### config.mk
export PLATFORM = sky130hd
export DESIGN_NAME = axi_lite_slave_regfile
export DESIGN_NICKNAME = d
export VERILOG_FILES = /design/src/rtl/axi_lite_pkg.sv /design/src/rtl/axi_lite_regfile.sv /design/src/rtl/axi_lite_slave_regfile.sv
export SDC_FILE = /design/constraint.sdc
export NUM_CORES = 1
export LEC_CHECK = 0
export CAP_MARGIN = 20
export CORE_MARGIN = 2
export CORE_UTILIZATION = 35
export CTS_BUF_LIST = sky130_fd_sc_hd__clkbuf_8
export DETAILED_ROUTE_END_ITERATION = 12
export PLACE_DENSITY = 0.67
export SETUP_SLACK_MARGIN = 0.1
export SLEW_MARGIN = 20
export SYNTH_ARGS = -nofsm -noshare
export SYNTH_HDL_FRONTEND = slang
export SYNTH_SLANG_ARGS = --single-unit
### constraint.sdc
create_clock -name aclk -period 39.6 [get_ports aclk]
set_input_delay 9.9 -clock aclk [delete_from_list [all_inputs] [get_ports aclk]]
set_output_delay 9.9 -clock aclk [all_outputs]
set_load 0.02 [all_outputs]
### src/rtl/axi_lite_pkg.sv
`default_nettype none
// ============================================================================
//  Module   : axi_lite_pkg
//  Brief    : Shared AXI4-Lite response codes and channel FSM state types,
//             common to the slave register file and the matching master.
//  Revision : 1.0 - initial release
// ============================================================================
package axi_lite_pkg;

   localparam logic [1:0] RESP_OKAY   = 2'b00;
   localparam logic [1:0] RESP_SLVERR = 2'b10;

   // Byte-address bits below the 32-bit word index
   localparam int WORD_LSB = 2;

   typedef enum logic [0:0] {
      WR_IDLE = 1'b0,
      WR_RESP = 1'b1
   } wr_state_e;

   typedef enum logic [0:0] {
      RD_IDLE = 1'b0,
      RD_DATA = 1'b1
   } rd_state_e;

endpackage
`default_nettype wire

### src/rtl/axi_lite_regfile.sv
`default_nettype none
// ============================================================================
//  Module   : axi_lite_regfile
//  Brief    : NUM_REGS x DATA_W register storage with a byte-strobed write
//             port, combinational read port, range flags and flat export.
//  Revision : 1.0 - initial release
// ============================================================================
module axi_lite_regfile
   import axi_lite_pkg::*;
#(
   parameter int ADDR_W   = 32,
   parameter int DATA_W   = 32,
   parameter int NUM_REGS = 16
) (
   input  logic                         aclk,
   input  logic                         areset,
   input  logic                         wr_en,
   input  logic [ADDR_W-WORD_LSB-1:0]   wr_idx,
   input  logic [DATA_W-1:0]            wr_data,
   input  logic [DATA_W/8-1:0]          wr_strb,
   output logic                         wr_in_range,
   input  logic [ADDR_W-WORD_LSB-1:0]   rd_idx,
   output logic [DATA_W-1:0]            rd_data,
   output logic                         rd_in_range,
   output logic [NUM_REGS*DATA_W-1:0]   regs_out
);

   localparam int IDX_W = ADDR_W - WORD_LSB;
   localparam int SEL_W = (NUM_REGS > 1) ? $clog2(NUM_REGS) : 1;

   logic [DATA_W-1:0] regs_q [NUM_REGS];
   logic [DATA_W-1:0] regs_d [NUM_REGS];
   logic [SEL_W-1:0]  wr_sel;
   logic [SEL_W-1:0]  rd_sel;

   // Full-width compare so aliased high address bits never hit a register
   assign wr_in_range = (wr_idx < IDX_W'(NUM_REGS));
   assign rd_in_range = (rd_idx < IDX_W'(NUM_REGS));
   assign wr_sel      = wr_idx[SEL_W-1:0];
   assign rd_sel      = rd_idx[SEL_W-1:0];

   // Out-of-range reads return zero rather than an aliased register
   assign rd_data = rd_in_range ? regs_q[rd_sel] : '0;

   // Next register contents: merge only the strobed bytes of an in-range write
   always_comb begin
      regs_d = regs_q;
      if (wr_en && wr_in_range) begin
         for (int b = 0; b < DATA_W/8; b++) begin
            if (wr_strb[b]) begin
               regs_d[wr_sel][b*8 +: 8] = wr_data[b*8 +: 8];
            end
         end
      end
   end

   // Register storage, cleared by reset
   always_ff @(posedge aclk or posedge areset) begin
      if (areset) begin
         for (int i = 0; i < NUM_REGS; i++) begin
            regs_q[i] <= '0;
         end
      end else begin
         regs_q <= regs_d;
      end
   end

   generate
      for (genvar i = 0; i < NUM_REGS; i++) begin : g_flat
         assign regs_out[i*DATA_W +: DATA_W] = regs_q[i];
      end
   endgenerate

endmodule
`default_nettype wire

### src/rtl/axi_lite_slave_regfile.sv
`default_nettype none
// ============================================================================
//  Module   : axi_lite_slave_regfile
//  Brief    : AXI4-Lite slave over a bank of 32-bit registers. Independent
//             write (AW/W/B) and read (AR/R) FSMs, all outputs registered.
//  Revision : 1.0 - initial release
// ============================================================================
module axi_lite_slave_regfile
   import axi_lite_pkg::*;
#(
   parameter int ADDR_W   = 32,
   parameter int DATA_W   = 32,
   parameter int NUM_REGS = 16
) (
   input  logic                       aclk,
   input  logic                       areset,
   input  logic [ADDR_W-1:0]          awaddr,
   input  logic                       awvalid,
   output logic                       awready,
   input  logic [DATA_W-1:0]          wdata,
   input  logic [DATA_W/8-1:0]        wstrb,
   input  logic                       wvalid,
   output logic                       wready,
   output logic [1:0]                 bresp,
   output logic                       bvalid,
   input  logic                       bready,
   input  logic [ADDR_W-1:0]          araddr,
   input  logic                       arvalid,
   output logic                       arready,
   output logic [DATA_W-1:0]          rdata,
   output logic [1:0]                 rresp,
   output logic                       rvalid,
   input  logic                       rready,
   output logic [NUM_REGS*DATA_W-1:0] regs_out
);

   localparam int IDX_W = ADDR_W - WORD_LSB;

   // Write channel state
   wr_state_e              wr_state_q, wr_state_d;
   logic                   aw_held_q, aw_held_d;
   logic [IDX_W-1:0]       aw_idx_q, aw_idx_d;
   logic                   w_held_q, w_held_d;
   logic [DATA_W-1:0]      wdata_q, wdata_d;
   logic [DATA_W/8-1:0]    wstrb_q, wstrb_d;
   logic                   awready_q, awready_d;
   logic                   wready_q, wready_d;
   logic                   bvalid_q, bvalid_d;
   logic [1:0]             bresp_q, bresp_d;
   logic                   wr_commit;

   // Read channel state
   rd_state_e              rd_state_q, rd_state_d;
   logic                   arready_q, arready_d;
   logic                   rvalid_q, rvalid_d;
   logic [DATA_W-1:0]      rdata_q, rdata_d;
   logic [1:0]             rresp_q, rresp_d;

   // Register file ports
   logic                   rf_wr_in_range;
   logic [DATA_W-1:0]      rf_rd_data;
   logic                   rf_rd_in_range;

   // Byte-offset bits do not select anything
   logic unused_addr_lsbs;
   assign unused_addr_lsbs = ^{awaddr[WORD_LSB-1:0], araddr[WORD_LSB-1:0]};

   axi_lite_regfile #(
      .ADDR_W   (ADDR_W),
      .DATA_W   (DATA_W),
      .NUM_REGS (NUM_REGS)
   ) u_regfile (
      .aclk        (aclk),
      .areset      (areset),
      .wr_en       (wr_commit),
      .wr_idx      (aw_idx_q),
      .wr_data     (wdata_q),
      .wr_strb     (wstrb_q),
      .wr_in_range (rf_wr_in_range),
      .rd_idx      (araddr[ADDR_W-1:WORD_LSB]),
      .rd_data     (rf_rd_data),
      .rd_in_range (rf_rd_in_range),
      .regs_out    (regs_out)
   );

   // Write FSM next state: collect AW and W in any order, commit once both held
   always_comb begin
      wr_state_d = wr_state_q;
      aw_held_d  = aw_held_q;
      aw_idx_d   = aw_idx_q;
      w_held_d   = w_held_q;
      wdata_d    = wdata_q;
      wstrb_d    = wstrb_q;
      bvalid_d   = bvalid_q;
      bresp_d    = bresp_q;
      wr_commit  = 1'b0;
      case (wr_state_q)
         WR_IDLE: begin
            if (awvalid && awready_q) begin
               aw_held_d = 1'b1;
               aw_idx_d  = awaddr[ADDR_W-1:WORD_LSB];
            end
            if (wvalid && wready_q) begin
               w_held_d = 1'b1;
               wdata_d  = wdata;
               wstrb_d  = wstrb;
            end
            // Readies are low while both are held, so no new payload collides
            if (aw_held_q && w_held_q) begin
               wr_commit  = 1'b1;
               aw_held_d  = 1'b0;
               w_held_d   = 1'b0;
               bvalid_d   = 1'b1;
               bresp_d    = rf_wr_in_range ? RESP_OKAY : RESP_SLVERR;
               wr_state_d = WR_RESP;
            end
         end
         WR_RESP: begin
            if (bready) begin
               bvalid_d   = 1'b0;
               wr_state_d = WR_IDLE;
            end
         end
         default: wr_state_d = WR_IDLE;
      endcase
      awready_d = (wr_state_d == WR_IDLE) && !aw_held_d;
      wready_d  = (wr_state_d == WR_IDLE) && !w_held_d;
   end

   // Write FSM registers; reset drops held payloads and any pending response
   always_ff @(posedge aclk or posedge areset) begin
      if (areset) begin
         wr_state_q <= WR_IDLE;
         aw_held_q  <= 1'b0;
         aw_idx_q   <= '0;
         w_held_q   <= 1'b0;
         wdata_q    <= '0;
         wstrb_q    <= '0;
         awready_q  <= 1'b0;
         wready_q   <= 1'b0;
         bvalid_q   <= 1'b0;
         bresp_q    <= RESP_OKAY;
      end else begin
         wr_state_q <= wr_state_d;
         aw_held_q  <= aw_held_d;
         aw_idx_q   <= aw_idx_d;
         w_held_q   <= w_held_d;
         wdata_q    <= wdata_d;
         wstrb_q    <= wstrb_d;
         awready_q  <= awready_d;
         wready_q   <= wready_d;
         bvalid_q   <= bvalid_d;
         bresp_q    <= bresp_d;
      end
   end

   // Read FSM next state: capture data at the AR handshake, hold until R handshake
   always_comb begin
      rd_state_d = rd_state_q;
      rvalid_d   = rvalid_q;
      rdata_d    = rdata_q;
      rresp_d    = rresp_q;
      case (rd_state_q)
         RD_IDLE: begin
            if (arvalid && arready_q) begin
               rdata_d    = rf_rd_data;
               rresp_d    = rf_rd_in_range ? RESP_OKAY : RESP_SLVERR;
               rvalid_d   = 1'b1;
               rd_state_d = RD_DATA;
            end
         end
         RD_DATA: begin
            if (rready) begin
               rvalid_d   = 1'b0;
               rd_state_d = RD_IDLE;
            end
         end
         default: rd_state_d = RD_IDLE;
      endcase
      arready_d = (rd_state_d == RD_IDLE);
   end

   // Read FSM registers
   always_ff @(posedge aclk or posedge areset) begin
      if (areset) begin
         rd_state_q <= RD_IDLE;
         arready_q  <= 1'b0;
         rvalid_q   <= 1'b0;
         rdata_q    <= '0;
         rresp_q    <= RESP_OKAY;
      end else begin
         rd_state_q <= rd_state_d;
         arready_q  <= arready_d;
         rvalid_q   <= rvalid_d;
         rdata_q    <= rdata_d;
         rresp_q    <= rresp_d;
      end
   end

   assign awready = awready_q;
   assign wready  = wready_q;
   assign bvalid  = bvalid_q;
   assign bresp   = bresp_q;
   assign arready = arready_q;
   assign rvalid  = rvalid_q;
   assign rdata   = rdata_q;
   assign rresp   = rresp_q;

endmodule
`default_nettype wire

==> results.py <==
metrics = {
    "power": {
        "power.leakage_nw": 17.1,
        "cellPowerDensity_nw_per_um2": 40.5,
        "peakVddDrop_mv": 0.0440,
        "p_total_mw": 1.54,
    },
    "global_routing": {
        "grt_max_degree": 185,
        "grt_pass1_wl_mm": 145,
        "grt_usage_pct": 24.2,
        "grt_pass1_vias": 20400,
        "antenna_found_initial": 7,
        "gr-total-overflow": 0,
    },
    "timing": {
        "fmax_mhz": 82.2,
        "post-route-period-util_pct": 30.7,
        "grt_setup_unrepaired": "no",
        "slew_headroom_pct": 22.8,
        "finalCriticalPeriod_ns": 12.16,
        "fin_setup_tns_ns": 0,
        "setup_ws_ns": 27.44,
        "setup_viol": 0,
        "hold_viol": 0,
        "tightest_slew_ns": 1.15,
        "hold_ws_ns": 0.504,
        "clock_skew_ns": 0.0489,
        "final_max_slew_viol_count": 0,
    },
    "placed_design": {
        "place_hpwl_mm": 68.0,
        "numPortBuffers": 653,
        "pre_cts_slack_ns": 26.44,
        "place_area_um2": 35700,
        "gp_congestion": 0.845,
        "post-place-cells": 3323,
    },
    "synth": {
        "yosys-top-cells-area": "dfrtp_1, mux2_2, mux4_2, nor4_4, a22oi_1",
        "ys_types": 31,
        "synth_seq_cells": 621,
        "synth_top_family_by_area": "multiplexers",
        "yosysTopAreaCell": "dfrtp_1",
        "yosysWarnings": 0,
        "netlist_area_um2": 28100,
        "syn-mean-instance-area_um2": 16.5,
        "synthAdderAreaFrac_pct": 0,
        "synth_top_cell_area_share_pct": 55.4,
        "synth.cells.most_frequent": "dfrtp_1, mux2_2, mux4_2",
        "synth_flop_cell": "dfrtp_1",
        "synthCells": 1703,
        "synth_edf_count": 0,
        "synthMuxAreaShare_pct": 33.5,
        "synth-compound-area-share_pct": 2.87,
        "synth.most_common_cell": "dfrtp_1",
        "async_flop_share_pct": 100,
        "ys_seq_area_share_pct": 55.4,
        "synthXorXnorAreaFrac_pct": 0,
        "synthSimpleGateAreaFrac_pct": 6.37,
    },
    "cts": {
        "cts_setup_buffers": 0,
        "insertion_delay_ns": 0.73,
        "cts_tree": "yes",
        "cts_buffer_depth": 3,
        "clk_pin_slew_ns": 0.06,
        "htree_levels": 3,
        "clock_sinks": 621,
        "cts_resized": 0,
        "cts_root_buffer": "clkbuf_8",
        "cts_buffers": 107,
        "postCtsHoldBufs": 0,
    },
    "drt": {
        "wl_per_cell_um": 28.8,
        "routed_wirelength_mm": 101,
        "final_antenna_net_count": 0,
        "vias": 19000,
        "drc": 0,
        "via_per_inst": 5.41,
        "first_pass_iters": 5,
        "drt_iter0_drc": 1263,
    },
    "worst_setup_path": {
        "worstPathMaxFanout": 174,
        "cp.arrival_ns": 12.84,
        "rr_worst_depth": 6,
        "endpoint_kind": "asynchronous set/reset pin",
        "cp-start-kind": "input pin",
        "path_class": "input pin to asynchronous set/reset pin",
        "required_ns": 40.27,
    },
    "die": {
        "row_count": 103,
        "die_y_um": 287,
        "die_x_um": 287,
        "die_area_um2": 82500,
        "core_um2": 79300,
        "initial_core_util_pct": 35.4,
        "ioPinCount": 660,
    },
    "finish": {
        "drive_gt1_share_pct": 39.0,
        "stdcell_count": 3514,
        "final_util_pct": 47.8,
        "layout.cell_area.non_filler_um2": 37900,
        "area_growth_pct": 35.0,
        "final_nets": 2491,
    },
    "worst_hold_path": {
        "hold-path-cell-count": 1,
        "hold_path_class": "register to register",
    },
    "run_status": {
        "status": "complete, no violations",
    },
    "run": {
        "maxCapViolCount": 0,
    },
}
[cell families (layout without fill, tap and decap cells)]
logic type | after synthesis | count (layout)
muxes | 707 | 707
buffers and inverters | 117 | 874
AOI/OAI and AO/OA | 103 | 103
and+or+nand+nor | 154 | 154
DFF | 621 | 621
other | 1 | 5
[worst max-delay path: stages]
cell and delay (ns):
clkdlybuf4s50_1 0.49, inv_8 0.66, buf_4 0.73, buf_12 0.65
[sequential cells by signal (all words and copies together), names as in the netlist]
| signal | cells |
|---|---|
| arready | 1 |
| aw_held_q | 1 |
| aw_idx_q | 30 |
| awready | 1 |
| bresp | 1 |
| bvalid | 1 |
| rd_state_q | 1 |
| rdata | 32 |
| rresp | 1 |
| rvalid | 1 |
| u_regfile.regs_out | 512 |
| w_held_q | 1 |
| wdata_q | 32 |
| wr_state_q | 1 |
| wready | 1 |
| wstrb_q | 4 |
[area by class of cell]
type	count	area, µm²
Fill cell	6854	41400
Sequential cell	621	15500
Multi-Input combinational cell	966	12000
Timing Repair Buffer	678	6780
Clock buffer	135	1860
Tap cell	1050	1310
Clock inverter	51	305
Inverter	10	45.0
Antenna cell	3	7.51
[report_power, final]
| part | switching (mW) | internal, mW |
|---|---|---|
| registers | 0.0981 | 0.673 |
| logic | 0.111 | 0.0637 |
| clock network | 0.271 | 0.318 |
[metal layers]
metal  vias to the layer above  global-route usage, %  share of wire [%]
met3                       188                   6.18                6.7
met1                     10200                   29.6                 39
met2                       735                   41.6                 51
met5                         -                      0              0.039
li1                       7895                      -                  -
met4                         6                   8.28                3.0
[cell usage in the layout (no fill, tap or decap), drive strengths merged, types with 4 or more instances in the layout]
| cell type | n |
|---|---|
| clkdlybuf4s50 | 651 |
| dfrtp | 621 |
| mux2 | 578 |
| clkbuf | 135 |
| mux4 | 128 |
| nor4 | 76 |
| a22oi | 62 |
| inv | 46 |
| nand2 | 43 |
| a22o | 31 |
| buf | 27 |
| nor2 | 11 |
| clkinv | 10 |
| nand3 | 7 |
| nor2b | 7 |
| nand4 | 5 |
| a21oi | 4 |
[worst paths after layout]
| kind | start | to | slack [ns] |
|---|---|---|---|
| setup / recovery | areset | u_regfile.regs_out[107] | 27.44 |
| hold / removal | rd_state_q | rvalid | 0.50 |
| setup reg to reg | aw_idx_q[15] | u_regfile.regs_out[317] | 36.03 |
| hold reg to reg | rd_state_q | rvalid | 0.50 |
| max in group aclk | araddr[2] | rdata[8] | 27.53 |
| min in group asynchronous | areset | u_regfile.regs_out[443] | 9.79 |
Note: power is estimated with default switching activity, not from simulation.
